[src/rtl/ga22_sdr_responder_if.sv]
// Bundles the sprite-renderer fetch port and the SDRAM controller channel.
// The responder uses the slave view; the renderer/controller side uses master.
interface ga22_sdr_responder_if #(
    parameter int ADDR_W = 25
);
    logic              sdr_req;
    logic [ADDR_W-1:0] sdr_addr;
    logic              sdr_refresh;
    logic [63:0]       sdr_data;
    logic              sdr_rdy;
    logic              inv;
    logic [ADDR_W-2:0] ch_addr;
    logic              ch_req;
    logic              ch_ack;
    logic              ch_valid;
    logic [15:0]       ch_data;
    logic              ref_req;
    logic              ref_ack;

    modport slave (
        input  sdr_req, sdr_addr, sdr_refresh, inv, ch_ack, ch_valid, ch_data, ref_ack,
        output sdr_data, sdr_rdy, ch_addr, ch_req, ref_req
    );

    modport master (
        output sdr_req, sdr_addr, sdr_refresh, inv, ch_ack, ch_valid, ch_data, ref_ack,
        input  sdr_data, sdr_rdy, ch_addr, ch_req, ref_req
    );
endinterface

[src/rtl/ga22_sdr_responder.sv]
// Sprite-renderer SDRAM fetch responder: turns each 64-bit fetch into a
// 4-beat 16-bit burst, assembles the beats, keeps a one-entry last-address
// cache and forwards idle-time refresh requests.
module ga22_sdr_responder #(
    parameter int ADDR_W   = 25,
    parameter int BEATS    = 4,
    parameter bit CACHE_EN = 1'b1
) (
    input  logic                 clk,
    input  logic                 reset,
    ga22_sdr_responder_if.slave  bus
);
    localparam int TAG_W = ADDR_W - 3;

    localparam logic [2:0] IDLE    = 3'd0;
    localparam logic [2:0] REQ     = 3'd1;
    localparam logic [2:0] DATA    = 3'd2;
    localparam logic [2:0] DONE    = 3'd3;
    localparam logic [2:0] REFRESH = 3'd4;

    logic [2:0]        state_q, state_d;
    logic [1:0]        cnt_q, cnt_d;
    logic              pend_v_q, pend_v_d;
    logic [TAG_W-1:0]  pend_tag_q, pend_tag_d;
    logic [TAG_W-1:0]  cur_tag_q, cur_tag_d;
    logic              inv_seen_q, inv_seen_d;
    logic [TAG_W-1:0]  tag_q, tag_d;
    logic              valid_q, valid_d;
    logic [47:0]       asm_q, asm_d;
    logic [63:0]       data_q, data_d;
    logic              rdy_q, rdy_d;
    logic              ch_req_q, ch_req_d;
    logic [ADDR_W-2:0] ch_addr_q, ch_addr_d;
    logic              ref_req_q, ref_req_d;

    logic              have_req;
    logic [TAG_W-1:0]  req_tag;
    logic              hit;
    logic              unused_addr_lsb;

    // A request arriving this cycle overrides (and replaces) the pended one.
    assign have_req        = pend_v_q | bus.sdr_req;
    assign req_tag         = bus.sdr_req ? bus.sdr_addr[ADDR_W-1:3] : pend_tag_q;
    assign hit             = CACHE_EN && valid_q && (tag_q == req_tag) && !bus.inv;
    assign unused_addr_lsb = ^bus.sdr_addr[2:0];

    assign bus.sdr_data = data_q;
    assign bus.sdr_rdy  = rdy_q;
    assign bus.ch_addr  = ch_addr_q;
    assign bus.ch_req   = ch_req_q;
    assign bus.ref_req  = ref_req_q;

    // Next-state logic: request capture, cache invalidation and the fetch FSM.
    always_comb begin
        state_d    = state_q;
        cnt_d      = cnt_q;
        pend_v_d   = pend_v_q;
        pend_tag_d = pend_tag_q;
        cur_tag_d  = cur_tag_q;
        inv_seen_d = inv_seen_q | bus.inv;
        tag_d      = tag_q;
        valid_d    = valid_q & ~bus.inv;
        asm_d      = asm_q;
        data_d     = data_q;
        rdy_d      = 1'b0;
        ch_req_d   = ch_req_q;
        ch_addr_d  = ch_addr_q;
        ref_req_d  = ref_req_q;

        if (bus.sdr_req) begin
            pend_v_d   = 1'b1;
            pend_tag_d = bus.sdr_addr[ADDR_W-1:3];
        end

        case (state_q)
            IDLE: begin
                if (have_req) begin
                    pend_v_d   = 1'b0;
                    cur_tag_d  = req_tag;
                    inv_seen_d = bus.inv;
                    if (hit) begin
                        // sdr_data already holds this word
                        rdy_d   = 1'b1;
                        state_d = DONE;
                    end else begin
                        ch_req_d  = 1'b1;
                        ch_addr_d = {req_tag, 2'b00};
                        state_d   = REQ;
                    end
                end else if (bus.sdr_refresh) begin
                    ref_req_d = 1'b1;
                    state_d   = REFRESH;
                end
            end
            REQ: begin
                if (bus.ch_ack) begin
                    ch_req_d = 1'b0;
                    cnt_d    = 2'd0;
                    state_d  = DATA;
                    // controller may deliver beat0 together with the ack
                    if (bus.ch_valid) begin
                        asm_d[15:0] = bus.ch_data;
                        cnt_d       = 2'd1;
                    end
                end
            end
            DATA: begin
                if (bus.ch_valid) begin
                    if (cnt_q == 2'(BEATS - 1)) begin
                        // last beat goes straight to the output word
                        data_d  = {bus.ch_data, asm_q};
                        rdy_d   = 1'b1;
                        state_d = DONE;
                    end else begin
                        asm_d[{cnt_q, 4'b0000} +: 16] = bus.ch_data;
                        cnt_d = cnt_q + 2'd1;
                    end
                end
            end
            DONE: begin
                tag_d   = cur_tag_q;
                valid_d = !inv_seen_q && !bus.inv;
                state_d = IDLE;
            end
            REFRESH: begin
                if (bus.ref_ack) begin
                    ref_req_d = 1'b0;
                    state_d   = IDLE;
                end
            end
            default: state_d = IDLE;
        endcase
    end

    // State registers with synchronous reset; reset abandons any burst.
    always_ff @(posedge clk) begin
        if (reset) begin
            state_q    <= IDLE;
            cnt_q      <= '0;
            pend_v_q   <= 1'b0;
            pend_tag_q <= '0;
            cur_tag_q  <= '0;
            inv_seen_q <= 1'b0;
            tag_q      <= '0;
            valid_q    <= 1'b0;
            asm_q      <= '0;
            data_q     <= '0;
            rdy_q      <= 1'b0;
            ch_req_q   <= 1'b0;
            ch_addr_q  <= '0;
            ref_req_q  <= 1'b0;
        end else begin
            state_q    <= state_d;
            cnt_q      <= cnt_d;
            pend_v_q   <= pend_v_d;
            pend_tag_q <= pend_tag_d;
            cur_tag_q  <= cur_tag_d;
            inv_seen_q <= inv_seen_d;
            tag_q      <= tag_d;
            valid_q    <= valid_d;
            asm_q      <= asm_d;
            data_q     <= data_d;
            rdy_q      <= rdy_d;
            ch_req_q   <= ch_req_d;
            ch_addr_q  <= ch_addr_d;
            ref_req_q  <= ref_req_d;
        end
    end
endmodule
[src/flat_wrapper.sv]
// flat-port wrapper written by rule: the top's interface ports become plain ports
module ga22_sdr_responder_flat 
#(
    parameter int ADDR_W   = 25,
    parameter int BEATS    = 4,
    parameter bit CACHE_EN = 1'b1
)
  (clk, reset, bus_sdr_req, bus_sdr_addr, bus_sdr_refresh, bus_inv, bus_ch_ack, bus_ch_valid, bus_ch_data, bus_ref_ack, bus_sdr_data, bus_sdr_rdy, bus_ch_addr, bus_ch_req, bus_ref_req);
  ga22_sdr_responder_if #(.ADDR_W(ADDR_W)) bus_i ();
  input  logic clk;
  input  logic reset;
  input wire logic [$bits(bus_i.sdr_req)-1:0] bus_sdr_req;
  input wire logic [$bits(bus_i.sdr_addr)-1:0] bus_sdr_addr;
  input wire logic [$bits(bus_i.sdr_refresh)-1:0] bus_sdr_refresh;
  input wire logic [$bits(bus_i.inv)-1:0] bus_inv;
  input wire logic [$bits(bus_i.ch_ack)-1:0] bus_ch_ack;
  input wire logic [$bits(bus_i.ch_valid)-1:0] bus_ch_valid;
  input wire logic [$bits(bus_i.ch_data)-1:0] bus_ch_data;
  input wire logic [$bits(bus_i.ref_ack)-1:0] bus_ref_ack;
  output wire logic [$bits(bus_i.sdr_data)-1:0] bus_sdr_data;
  output wire logic [$bits(bus_i.sdr_rdy)-1:0] bus_sdr_rdy;
  output wire logic [$bits(bus_i.ch_addr)-1:0] bus_ch_addr;
  output wire logic [$bits(bus_i.ch_req)-1:0] bus_ch_req;
  output wire logic [$bits(bus_i.ref_req)-1:0] bus_ref_req;
  assign bus_i.sdr_req = bus_sdr_req;
  assign bus_i.sdr_addr = bus_sdr_addr;
  assign bus_i.sdr_refresh = bus_sdr_refresh;
  assign bus_i.inv = bus_inv;
  assign bus_i.ch_ack = bus_ch_ack;
  assign bus_i.ch_valid = bus_ch_valid;
  assign bus_i.ch_data = bus_ch_data;
  assign bus_i.ref_ack = bus_ref_ack;
  assign bus_sdr_data = bus_i.sdr_data;
  assign bus_sdr_rdy = bus_i.sdr_rdy;
  assign bus_ch_addr = bus_i.ch_addr;
  assign bus_ch_req = bus_i.ch_req;
  assign bus_ref_req = bus_i.ref_req;
  ga22_sdr_responder #(.ADDR_W(ADDR_W), .BEATS(BEATS), .CACHE_EN(CACHE_EN)) u_core (.clk(clk), .reset(reset), .bus(bus_i));
endmodule
[config.mk]
export PLATFORM = sky130hd
export DESIGN_NAME = ga22_sdr_responder_flat
export DESIGN_NICKNAME = d
export VERILOG_FILES = /design/src/rtl/ga22_sdr_responder_if.sv /design/src/rtl/ga22_sdr_responder.sv /design/src/flat_wrapper.sv
export SDC_FILE = /design/constraint.sdc
export NUM_CORES = 1
export LEC_CHECK = 0
export BUFFER_PORTS_ARGS = -buffer_cell sky130_fd_sc_hd__buf_4
export CAP_MARGIN = 30
export CORE_UTILIZATION = 50
export CTS_CLUSTER_DIAMETER = 100
export CTS_CLUSTER_SIZE = 16
export DETAILED_ROUTE_END_ITERATION = 7
export HOLD_SLACK_MARGIN = 0.12
export PLACE_DENSITY = 0.81
export SLEW_MARGIN = 30
export SYNTH_ARGS = -nofsm -noshare
export SYNTH_HDL_FRONTEND = slang
export SYNTH_SLANG_ARGS = --single-unit
[constraint.sdc]
create_clock -name clk -period 4.2 [get_ports clk]
set_clock_uncertainty 0.1 [all_clocks]
set_input_delay 0.84 -clock clk [delete_from_list [all_inputs] [get_ports clk]]
set_output_delay 0.84 -clock clk [all_outputs]
set_load 0.05 [all_outputs]
# After elaboration in Yosys (flattened, before gate mapping)

Cells that the tools add are included.

Add/sub/neg operators: 2
Eq/ne operators: 17
Shifts and indexed selects: 2
Muxes and demuxes: 39
Bitwise gates (word level): 6
Reduce and logical (&&, ||, !) cells: 18

Operators by type and width:

| cell                                                                     | number |
|---|---|
| 16-bit 2-to-1 mux                                                        | 4 |
| 48-bit bitwise mux                                                       | 1 |
| 16-bit by 8-bit variable shift with 48-bit output (first input constant) | 1 |
| 16-bit by 8-bit indexed part select with 48-bit output                   | 1 |
| 16-bit case mux with 2 select lines                                      | 1 |
| 22-bit equality test                                                     | 1 |
| 22-bit 2-to-1 mux                                                        | 1 |
| 3-bit 2-to-1 mux                                                         | 6 |
| 1-bit 2-to-1 mux                                                         | 17 |
| 2-bit != test (second input constant)                                    | 8 |
| 3-bit case mux with 4 select lines                                       | 1 |
| 4-bit AND reduction                                                      | 3 |
| 5-bit AND reduction                                                      | 2 |
| 3-bit AND reduction                                                      | 3 |
| 2-bit 2-to-1 mux                                                         | 4 |
| 6-bit negator with 8-bit output                                          | 1 |
| 3-bit by 2-bit equality test with 1-bit output (second input constant)   | 2 |
| 1-bit case mux with 2 select lines                                       | 3 |
| 2-bit nonzero test                                                       | 3 |
| 2-bit by 1-bit != test with 1-bit output (second input constant)         | 2 |
| 2-bit case mux with 2 select lines                                       | 1 |
| 3-bit by 1-bit equality test with 1-bit output (second input constant)   | 1 |
| 3-bit equality test (second input constant)                              | 1 |
| 1-bit logical AND                                                        | 3 |
| 9 further kinds                                                          | 13 |

Register bits after elaboration: 211
Bits of input ports: 49
Output and inout port bits: 91
Logic and storage cells: 99

# Longest topological paths before layout

Gate-level depths: netlist (run 1).

Depth in word-level cells: 7
Depth in mapped cells: 9

# Least setup slack after synthesis (run 1)

OpenSTA, ideal clock, no wires.

Path type: input port to flip-flop
Start point: input port bus_sdr_req
End point: register u_core.ch_addr_q[4] (netlist: u_core.bus.ch_addr[4])
Setup time: 0.135 ns
Arrival: 2.540 ns
Required time: 3.965 ns
Path slack: 1.425 ns
Stages on the path: 9
Cell sequence: buf_6 -> buf_12 -> mux2i_2 -> xor2_1 -> nand4_1 -> nor4_4 -> a21o_1 -> buf_4 -> a211oi_1

Longest elaborated chain between the ends: 6

RTL lines:

| element                         | line                      | text |
|---|---|---|
| start: declaration              | flat_wrapper.sv:12        | `input wire logic [$bits(bus_i.sdr_req)-1:0] bus_sdr_req;` |
| 22-bit 2-to-1 mux               | ga22_sdr_responder.sv:43  | `assign req_tag = bus.sdr_req ? bus.sdr_addr[ADDR_W-1:3] : pend_tag_q;` |
| 22-bit equality test            | ga22_sdr_responder.sv:44  | `assign hit = CACHE_EN && valid_q && (tag_q == req_tag) && !bus.inv;` |
| 1-bit logical AND (2 in series) | ga22_sdr_responder.sv:44  |  |
| 1-bit inverter (no line)        | -                         |  |
| 3-bit AND reduction (no line)   | -                         |  |
| end signal: assignment          | ga22_sdr_responder.sv:165 | `ch_addr_q <= ch_addr_d;` |
| end: declaration                | ga22_sdr_responder.sv:33  | `logic [ADDR_W-2:0] ch_addr_q, ch_addr_d;` |

Several ways; a longest one is shown, not always the timed one.
A chain may end at the register's enable or synchronous reset.

# Final worst setup path (run 1)

Start point: input port bus_sdr_req
End point: register u_core.ch_addr_q[10] (netlist: u_core.bus.ch_addr[10])

The elaborated chain is that of the path after synthesis.

==> key figures, run 1 <==
Critical path
  • R2R cell count: 5
  • Critical-path maximum fanout: 25
  • Setup CP Type: in -> reg
  • Worst path cell trace: buf_4, mux2i_1, xor2_1, nand4_1, nor4_4, a21o_1, buf_4, a211oi_1
  • Crit path required time: 4410 ps
  • Crit-path max cell delay: about 500 ps
  • Crit. Startpoint: bus_sdr_req
  • Critical R2R Capture: u_core.bus.sdr_data[33]$_SDFFE_PP0P_
  • CP max stage cell: nor4_4
  • Crit end category: flip-flop
  • Crit path arrival time: between 3000 and 4000 ps
  • Worst Setup Start Kind: primary input
  • CP Capture Point: u_core.bus.ch_addr[10]$_SDFFE_PP0P_
  • RR Startpoint: u_core.state_q[1]$_SDFFE_PP0P_
  • R2R setup slack: between 1000 and 1500 ps
  • Most used cell, CP: buf_4

STA
  • Fmax: ~330 MHz
  • TNS Setup: 0 ps
  • Final hold vios: 0
  • Final-report max-slew violation count: 0
  • Period Utilization, post-route: slightly above 70%
  • Worst-Margin Slew: roughly 930 ps
  • RSZ-0062 raised after global routing: false
  • Slew HR: roughly 38%
  • Min cycle time layout: 3030 ps
  • Final setup fails: 0

Clock network
  • Post_cts resized: 0
  • Clock root buffer master: clkbuf_16
  • Setup Fix Bufs, Post-CTS: 0
  • Sink Count: ~210
  • H-tree depth: 1
  • Clk slew on worst S/H paths: about 70 ps
  • TritonCTS buffer count: 17
  • CTS tree: yes
  • Deepest clock path buffer count: 3
  • Clk Latency, worst-skew pair: between 400 and 500 ps
  • Cts hold-fix bufs: 0

Synth
  • Number of flops mapped to enable cells by yosys: 0
  • Share of the synthesized area in the top cell type: roughly 53%
  • Syn. warnings: 0
  • Post-Synth Simple-Gate Area: 20.2%
  • Synth Area in Compound Gates: approximately 15%
  • Leading area contributor after synthesis: dfxtp_1
  • Top cells by area, synth: dfxtp_1, nand2_1, a21oi_1
  • Yosys reg bits: 211
  • Unique masters post-synth: 45
  • Post-synthesis mux area share: between 3 and 4%
  • Mapped Area: 7970 sq um
  • Sequential share of the synthesized area: 53.0%
  • Top_reg_cell synth: dfxtp_1
  • Syn avg cell area: approximately 8.3 sq um
  • Adder-cell share of the synthesized area: less than 1%
  • Main combinational cell family by area after synthesis: simple AND/OR/NAND/NOR gates
  • Synth Area in XOR/XNOR: roughly 2.5%
  • Post-synthesis instance total: 962
  • Async S/R FF share, synth: 0%

Worst hold path
  • Hold Path Stages: 2
  • Hold crit path type: reg -> reg

Floorplanning
  • Initial core utilization: approximately 52%
  • Num ports: between 100 and 150
  • Die Area: 16500 sq um
  • Die height: about 130 um
  • Core area: 15400 sq um
  • Core Rows: 45
  • Die width: approximately 130 um

Route
  • First drt pass iteration count: 6
  • Via density: about 5.4
  • Drt total wl: ~19000 um
  • Total number of vias: 6799
  • Antenna Nets Post-Route: 0
  • Remaining DRCs: 0
  • Wire per inst: 15.2 um
  • Initial DRC count: around 520

GRT
  • GR Util All Layers: 23.0%
  • Vias in the first global route: just over 6000
  • Largest net degree at the start of global routing: 69
  • Initial antenna violation count: 0
  • First-pass GRT wire length: 30400 um
  • Global route overflow: 0

Finish
  • N_diodes: 0
  • Share of post-route cells with drive strength above 1: between 10% and 20%
  • Sequential cell area: approximately 4200 sq um
  • Area Overhead vs Synth: 18.8%
  • Multi-input gate area: approximately 3300 sq um
  • Most frequent cells in the layout: nand2_1, dfxtp_1, a21oi_1, buf_4, nor2_1
  • Nets: roughly 1100
  • Commonest non-fill, non-tap cell in the layout: nand2_1
  • Fill cells: 1352
  • Final Cell Area: ~9500 sq um

Power and ir drop
  • Worst vdd ir: slightly below 0.0004 V
  • Pwr/cell area: between 500 and 600 nW/um^2
  • P_leak: roughly 3.6 nW

Run
  • Max-Cap Viols: 0

Placed design
  • Post-DP Area: around 9000 sq um
  • I/O Buffers: ~130
  • Post-DP HPWL: 12600 um
  • Routability cong.: ~0.81

Run status
  • Status: finished, final reports clean
state kept, by name, summed over array words and instances (netlist names), 2 cells and up:
register,flops
u_core.cnt_q,2
u_core.asm_q,48
u_core.bus.sdr_data,64
u_core.cur_tag_q,22
u_core.bus.ch_addr,22
u_core.state_q,3
u_core.pend_tag_q,22
u_core.tag_q,22
cells by family (layout without fill, tap and decap cells):
logic type / after synthesis / in the layout
mux: 22 / 22
xor+xnor: 23 / 23
flops: 211 / 211
other cells: 1 / 2
fa+ha+maj: 4 / 4
compound gates: 221 / 221
simple gates: 382 / 382
buf+inv: 98 / 191
critical path: cells and delay by family:
kind,cells,cell delay [ps]
xor+xnor,1,230
buf+inv,2,680
mux,1,360
simple gates,2,690
compound gates,2,430
routing by layer:
metal | wire length, um | GRT usage [%] | vias to the layer above | part of all wire (%)
li1 | - | - | 3371 | -
met1 | 8170 | 29.9 | 3175 | 42
met2 | 9400 | 40.3 | 218 | 49
met3 | 1210 | 2.80 | 35 | 6.3
met4 | 441 | 6.23 | 0 | 2.3
met5 | 0 | 0 | - | 0
cells in the mapped netlist, types with 2 or more instances:
cell / n
dfxtp_1: 211
buf_6: 4
inv_1: 26
buf_4: 4
mux2i_1: 18
nor4_4: 2
mux2i_2: 3
clkbuf_1: 52
o211ai_1: 2
nor2_1: 53
nor3_1: 5
nand2_1: 251
ha_1: 4
a31oi_1: 2
buf_2: 6
and2_1: 2
xnor2_1: 3
a21oi_1: 161
buf_1: 5
xor2_1: 20
or3_1: 2
nand3b_1: 2
nand4_1: 5
nand3_1: 50
o21ai_0: 25
a211oi_1: 22
nor3b_1: 4
report_power, final:
part | leakage (nW) | internal [mW] | switching [mW] | total (mW)
Sequential | 1.72 | 2.20 | 0.132 | 2.34
Combinational | 1.70 | 0.362 | 0.782 | 1.14
Clock | 0.216 | 0.725 | 0.669 | 1.39
cell type report:
| type | instances | area share (%) |
|---|---|---|
| inverters | 26 | 1.03 |
| flip-flops and latches | 211 | 44.6 |
| repair buffers | 147 | 11.7 |
| multi-input cells | 654 | 35.2 |
| clock inverters | 1 | 0.172 |
| well taps | 211 | 2.79 |
| clock buffers | 17 | 4.49 |
stage by stage:
stage	utilization [%]	setup slack [ps]	hold WS (ps)	total power, mW	instances
2_1_floorplan	-	1430	323	3.18	963
3_3_place_gp	58.6	756	334	3.47	1248
3_5_place_dp	58.7	723	339	3.50	1249
4_1_cts	61.6	1170	345	4.89	1267
5_1_grt	61.6	1010	358	5.10	1267
6_report	61.6	1170	344	4.87	1267
how the worst min path moves through the flow:
| stage | endpoint | startpoint | slack [ps] |
|---|---|---|---|
| global route | u_core.bus.sdr_data[20]$_SDFFE_PP0P_ | u_core.asm_q[20]$_SDFFE_PP0P_ | 360 |
| global placement | u_core.bus.ch_req$_SDFFE_PP0P_ | u_core.bus.ch_req$_SDFFE_PP0P_ | 330 |
| CTS | u_core.tag_q[6]$_SDFFE_PP0P_ | u_core.cur_tag_q[6]$_SDFFE_PP0P_ | 340 |
| floorplan | u_core.valid_q$_SDFF_PP0_ | u_core.inv_seen_q$_SDFF_PP0_ | 320 |
| detailed placement | u_core.tag_q[14]$_SDFFE_PP0P_ | u_core.cur_tag_q[14]$_SDFFE_PP0P_ | 340 |
| finish | u_core.tag_q[6]$_SDFFE_PP0P_ | u_core.cur_tag_q[6]$_SDFFE_PP0P_ | 340 |
Power figures use the tool's default switching activity.
==> run 2, diff against run 1 <==
Settings changed: PLACE_DENSITY 0.81 to 0.83.
Clock period 4.2 ns to 2.57 ns, I/O delays scaled along.
==> run 2 against run 1 <==
Core utilization is 2.1 points higher. Sequential cell count stayed put. Non-clock buffer count rose by 32. Routed wire length is 2.0% higher. Design area rose by 3.4%. Cell count grew 2.5%. First-iteration DRC count up 9.0%.
==> key figures, run 2 (synthesis gave the netlist of run 1 again) <==
Finish
  • N_diodes: 0 (unchanged)
  • Nets: 1142 (was 1110)
  • Sequential cell area: 4220 sq um (unchanged)
  • Most frequent cells in the layout: nand2_1, dfxtp_1, buf_4, a21oi_1, nor2_1 (was nand2_1, dfxtp_1, a21oi_1, buf_4, nor2_1)
  • Commonest non-fill, non-tap cell in the layout: nand2_1 (unchanged)
  • Final Non-Filler Cells: 1299 (was 1267)
  • Share of post-route cells with drive strength above 1: 19.2% (was 16.9%)
  • Multi-input gate area: 3330 sq um (about the same)
  • Max FFs per register: 64 (unchanged)
  • Final core occ: 63.7% (was 61.6%)
  • Final Cell Area: 9790 sq um (was 9470 sq um)
  • Fill cells: 1306 (was 1352)
  • Area Overhead vs Synth: 22.8% (was 18.8%)

Power and ir drop
  • P_leak: 3.82 nW (was 3.64 nW)
  • Worst vdd ir: 0.00104 V (was 0.000386 V)
  • Pwr/cell area: 827 nW/um^2 (was 515 nW/um^2)

Worst hold path
  • Hold crit path type: in -> reg (was reg -> reg)

Floorplanning
  • Die height: 128 um (unchanged)
  • Core Rows: 45 (unchanged)
  • Die width: 128 um (unchanged)
  • Die Area: 16500 sq um (unchanged)
  • Num ports: 140 (unchanged)
  • Core area: 15400 sq um (unchanged)
  • Initial core utilization: 51.9% (unchanged)

Clock network
  • Setup Fix Bufs, Post-CTS: 0 (unchanged)
  • Clk slew on worst S/H paths: 70 ps (about the same)
  • TritonCTS buffer count: 17 (unchanged)
  • Cts hold-fix bufs: 0 (unchanged)
  • Deepest clock path buffer count: 3 (unchanged)
  • Post_cts resized: 0 (unchanged)
  • Clock root buffer master: clkbuf_16 (unchanged)
  • H-tree depth: 1 (unchanged)
  • CTS tree: yes (unchanged)
  • Sink Count: 211 (unchanged)
  • Clk Latency, worst-skew pair: 470 ps (about the same)

Critical path
  • Critical-path maximum fanout: 16 (was 25)
  • Worst Setup Start Kind: primary input (unchanged)
  • Crit path required time: 2840 ps (was 4410 ps)
  • Crit end category: flip-flop (unchanged)
  • Crit path arrival time: 2650 ps (was 3240 ps)
  • Setup CP Type: in -> reg (unchanged)

STA
  • Worst-Margin Slew: 637 ps (was 928 ps)
  • Min cycle time layout: around 2400 ps
  • Fmax: between 400 and 500 MHz
  • Final hold vios: 0 (unchanged)
  • TNS Setup: 0 ps (unchanged)
  • Hold WS: 148 ps (was 344 ps)
  • Slew HR: 57.5% (was 38.0%)
  • RSZ-0062 raised after global routing: false (unchanged)
  • Period Utilization, post-route: 92.5%
  • Final setup fails: 0 (unchanged)
  • Final-report max-slew violation count: 0 (unchanged)

Route
  • Via density: 5.38 (was 5.37)
  • Wire per inst: 15.1 um (was 15.2 um)
  • Total number of vias: 6984 (was 6799)
  • Antenna Nets Post-Route: 0 (unchanged)
  • Remaining DRCs: 0 (unchanged)
  • First drt pass iteration count: 8 (was 6)
  • Drt total wl: 19600 um (was 19200 um)
  • Initial DRC count: 571 (was 524)

Run status
  • Status: finished, final reports clean (unchanged)

GRT
  • Initial antenna violation count: 0 (unchanged)
  • Largest net degree at the start of global routing: 75 (was 69)
  • Global route overflow: 0 (unchanged)
  • Vias in the first global route: 6390 (was 6163)
  • First-pass GRT wire length: 30800 um (was 30400 um)
  • GR Util All Layers: 23.2% (was 23.0%)

Placed design
  • Routability cong.: 0.762 (was 0.806)
  • Post-DP Area: 9350 sq um (was 9020 sq um)
  • Post-DP HPWL: 13000 um (was 12600 um)
  • I/O Buffers: 134 (unchanged)
  • Cells after DPL: 1281 (was 1249)

Run
  • Max-Cap Viols: 0 (unchanged)
## run 2: cell count changes in the layout (fill, tap and decap cells not counted), sizes merged
cell and delta:
buf +32
## run 2: metrics by stage
step | power, mW | setup slack, ps
3_3_place_gp | 5.81 | -105
6_report | 8.10 | 192
2_1_floorplan | 5.20 | 121
4_1_cts | 8.13 | 249
5_1_grt | 8.46 | 105
3_5_place_dp | 5.87 | -222
## run 2: worst max-delay path, stage by stage
cell and delay [ps]:
buf_4 220, buf_12 190, mux2i_1 280, xor2_1 250
nand3_1 170, nor4_4 340, buf_4 300, a21oi_1 110
a211oi_1 250
## run 2: path summary, 6_finish.rpt
| kind | from | end | slack, ps | depth (start not counted) |
|---|---|---|---|---|
| worst max-delay path | bus_sdr_req | u_core.bus.ch_addr[11]$_SDFFE_PP0P_ | 190 | 9 |
| worst min register to register | u_core.cur_tag_q[9]$_SDFFE_PP0P_ | u_core.tag_q[9]$_SDFFE_PP0P_ | 340 | 2 |
| worst min-delay path | bus_inv | u_core.valid_q$_SDFF_PP0_ | 150 | 2 |
| worst max register to register | u_core.state_q[1]$_SDFFE_PP0P_ | u_core.asm_q[3]$_SDFFE_PP0P_ | 300 | 6 |
## run 2: cell type report
type / instances / area share (%)
clock buffer: 17 / 4.35
timing repair buffer: 179 / 14.7
multi-input combinational: 654 / 34.0
sequential: 211 / 43.1
inverter: 26 / 0.997
clock inverter: 1 / 0.166
tap: 211 / 2.70
## run 2: power by group
group / leakage [nW] / internal (mW) / switching [mW]
Clock: 0.216 / 1.18 / 1.09
Combinational: 1.89 / 0.700 / 1.30
Sequential: 1.72 / 3.60 / 0.221
Total: 3.82 / 5.49 / 2.61
## run 2: metal layers
| metal | routed length (um) | up-vias | track usage, % |
|---|---|---|---|
| li1 | - | 3429 | - |
| met1 | 8150 | 3275 | 29.1 |
| met2 | 9550 | 242 | 39.9 |
| met3 | 1380 | 38 | 3.71 |
| met4 | 524 | 0 | 9.13 |
| met5 | 0 | - | 0 |
==> run 3, diff against run 2 <==
Settings changed: BUFFER_PORTS_ARGS -buffer_cell sky130_fd_sc_hd__buf_4 to -buffer_cell sky130_fd_sc_hd__buf_2.
==> run 3 against run 2 <==
Clock power about the same. Critical endpoint is now u_core.bus.ch_addr[10]$_SDFFE_PP0P_. Global-route usage up 0.44 points. Highest routed layer unchanged. Register-to-register slack better by 20 ps. Non-clock buffer count grew 5. Sequential cell count unchanged. Critical path depth is the same. First-iteration DRC count shrank 4.6%. Design area decreased by 3.4%. Power is 1.7% lower. Combinational power down 5%. Routed wire length decreased by 0.53%.
==> key figures, run 3 (synthesis gave the netlist of run 1 again) <==
GRT
  • Vias in the first global route: 6562 (was 6390)
  • First-pass GRT wire length: 31300 um (was 30800 um)
  • Global route overflow: 0 (unchanged)
  • Initial antenna violation count: 0 (unchanged)
  • Largest net degree at the start of global routing: 70 (was 75)
  • GR Util All Layers: 23.7% (was 23.2%)

Finish
  • Final Cell Area: 9460 sq um (was 9790 sq um)
  • Nets: 1147 (was 1142)
  • Max FFs per register: 64 (unchanged)
  • Final Non-Filler Cells: 1304 (was 1299)
  • N_diodes: 0 (unchanged)
  • Most frequent cells in the layout: nand2_1, dfxtp_1, a21oi_1, buf_2, nor2_1 (was nand2_1, dfxtp_1, buf_4, a21oi_1, nor2_1)
  • Share of post-route cells with drive strength above 1: 19.6% (was 19.2%)
  • Fill cells: 1340 (was 1306)
  • Commonest non-fill, non-tap cell in the layout: nand2_1 (unchanged)
  • Area Overhead vs Synth: 18.7% (was 22.8%)

Floorplanning
  • Core Rows: 45 (unchanged)
  • Die Area: 16500 sq um (unchanged)
  • Die height: 128 um (unchanged)
  • Initial core utilization: 51.9% (unchanged)
  • Die width: 128 um (unchanged)
  • Core area: 15400 sq um (unchanged)
  • Num ports: 140 (unchanged)

Route
  • Antenna Nets Post-Route: 0 (unchanged)
  • Met1 Wirelength: 8180 um (was 8150 um)
  • Via density: 5.41 (was 5.38)
  • Initial DRC count: 545 (was 571)
  • Met3 wire len: 1350 um (was 1380 um)
  • Total number of vias: 7061 (was 6984)
  • First drt pass iteration count: 5 (was 8)
  • Drt total wl: 19500 um (was 19600 um)
  • DR WL met2: 9440 um (was 9550 um)
  • Wire per inst: 15.0 um (was 15.1 um)
  • Top Metal Used: met4 (unchanged)
  • Remaining DRCs: 0 (unchanged)

STA
  • Final setup fails: 0 (unchanged)
  • Hold WS: 140 ps (was 148 ps)
  • Final-report max-slew violation count: 0 (unchanged)
  • Worst-Margin Slew: 705 ps (was 637 ps)
  • Min cycle time layout: 2330 ps (was 2380 ps)
  • Period Utilization, post-route: 90.7% (was 92.5%)
  • Slew HR: 52.8% (was 57.5%)
  • Fmax: 429 MHz (was 421 MHz)
  • RSZ-0062 raised after global routing: false (unchanged)
  • Final hold vios: 0 (unchanged)

Worst hold path
  • Hold crit path type: in -> reg (unchanged)
  • Hold_sp: bus_inv (unchanged)
  • Hold EP: u_core.valid_q$_SDFF_PP0_ (unchanged)
  • Hold Path Stages: 2 (unchanged)

Clock network
  • TritonCTS buffer count: 17 (unchanged)
  • Post_cts resized: 0 (unchanged)
  • CTS tree: yes (unchanged)
  • Clk slew on worst S/H paths: 70 ps (about the same)
  • H-tree depth: 1 (unchanged)
  • Sink Count: 211 (unchanged)
  • Deepest clock path buffer count: 3 (unchanged)
  • Cts hold-fix bufs: 0 (unchanged)
  • Setup Fix Bufs, Post-CTS: 0 (unchanged)
  • Clock root buffer master: clkbuf_16 (unchanged)
  • Clk Latency, worst-skew pair: 470 ps (about the same)

Power and ir drop
  • Pwr/cell area: 842 nW/um^2 (was 827 nW/um^2)
  • P_leak: 3.79 nW (was 3.82 nW)
  • Worst vdd ir: 0.000901 V (was 0.00104 V)
  • Total power: 7.96 mW (was 8.10 mW)

Placed design
  • Post-DP HPWL: 13100 um (was 13000 um)
  • Routability cong.: 0.800 (was 0.762)
  • Post-DP Area: 9010 sq um (was 9350 sq um)
  • Cells after DPL: 1286 (was 1281)
  • I/O Buffers: 134 (unchanged)

Critical path
  • Crit path required time: 2850 ps (was 2840 ps)
  • Critical R2R Capture: u_core.asm_q[9]$_SDFFE_PP0P_ (was u_core.asm_q[3]$_SDFFE_PP0P_)
  • RR Startpoint: u_core.state_q[0]$_SDFFE_PP0P_ (was u_core.state_q[1]$_SDFFE_PP0P_)
  • Critical-path maximum fanout: 16 (unchanged)
  • Crit path arrival time: 2610 ps (was 2650 ps)
  • Worst Setup Start Kind: primary input (unchanged)
  • Crit end category: flip-flop (unchanged)
  • R2R cell count: 6 (unchanged)
  • Setup CP Type: in -> reg (unchanged)
  • R2R setup slack: 320 ps (was 300 ps)

Run
  • Max-Cap Viols: 0 (unchanged)

Run status
  • Status: finished, final reports clean (unchanged)
## run 3: changes by cell type in the layout (fill, tap and decap cells not counted)
cell,delta
buf_4,-127
o21ai_1,+1
o21ai_0,-1
buf_12,-3
buf_2,+134
buf_6,+1
## run 3: cell type report
class | count | area, sq um | share of cell area, %
clock buffer | 17 | 425 | 4.50
sequential | 211 | 4220 | 44.7
multi-input combinational | 654 | 3330 | 35.2
clock inverter | 1 | 16.3 | 0.172
tap | 211 | 264 | 2.79
inverter | 26 | 97.6 | 1.03
timing repair buffer | 184 | 1100 | 11.7
## run 3: how the worst max path moves through the flow
| stage | start | end | slack (ps) | cells past startpoint |
|---|---|---|---|---|
| detailed placement | bus_sdr_req | u_core.bus.ch_addr[10]$_SDFFE_PP0P_ | -240 | 9 |
| CTS | u_core.state_q[2]$_SDFFE_PP0P_ | u_core.asm_q[9]$_SDFFE_PP0P_ | 190 | 6 |
| finish | bus_sdr_req | u_core.bus.ch_addr[10]$_SDFFE_PP0P_ | 240 | 9 |
| floorplan | bus_sdr_req | u_core.bus.ch_addr[4]$_SDFFE_PP0P_ | 120 | 9 |
| global placement | bus_sdr_req | u_core.bus.ch_addr[12]$_SDFFE_PP0P_ | -70 | 9 |
| global route | bus_sdr_req | u_core.bus.ch_addr[9]$_SDFFE_PP0P_ | 60 | 9 |
## run 3: critical path, cell delays in order
cell      delay (ps)
buf_2            140
buf_4            190
mux2i_1          320
xor2_1           240
nand4_1          200
nor4_4           440
buf_6            240
a21oi_1           80
a211oi_1         230
## run 3: per-stage QoR
step	utilization, %	worst slack, ps	setup TNS [ps]
floorplan	-	121	0
global placement	58.6	-70.6	-1080
detailed placement	58.6	-241	-3770
CTS	61.5	185	0
global route	61.5	55.3	0
finish	61.5	238	0
## run 3: layer usage
metal	vias up	track usage (%)
li1	3440	-
met1	3327	30.3
met2	253	40.7
met3	41	3.21
met4	0	8.79
met5	-	0
## run 3: power by group
group          internal [mW]  leakage [nW]  switching, mW
clock network           1.18         0.216           1.09
registers               3.60          1.72          0.190
logic                  0.592          1.86           1.30
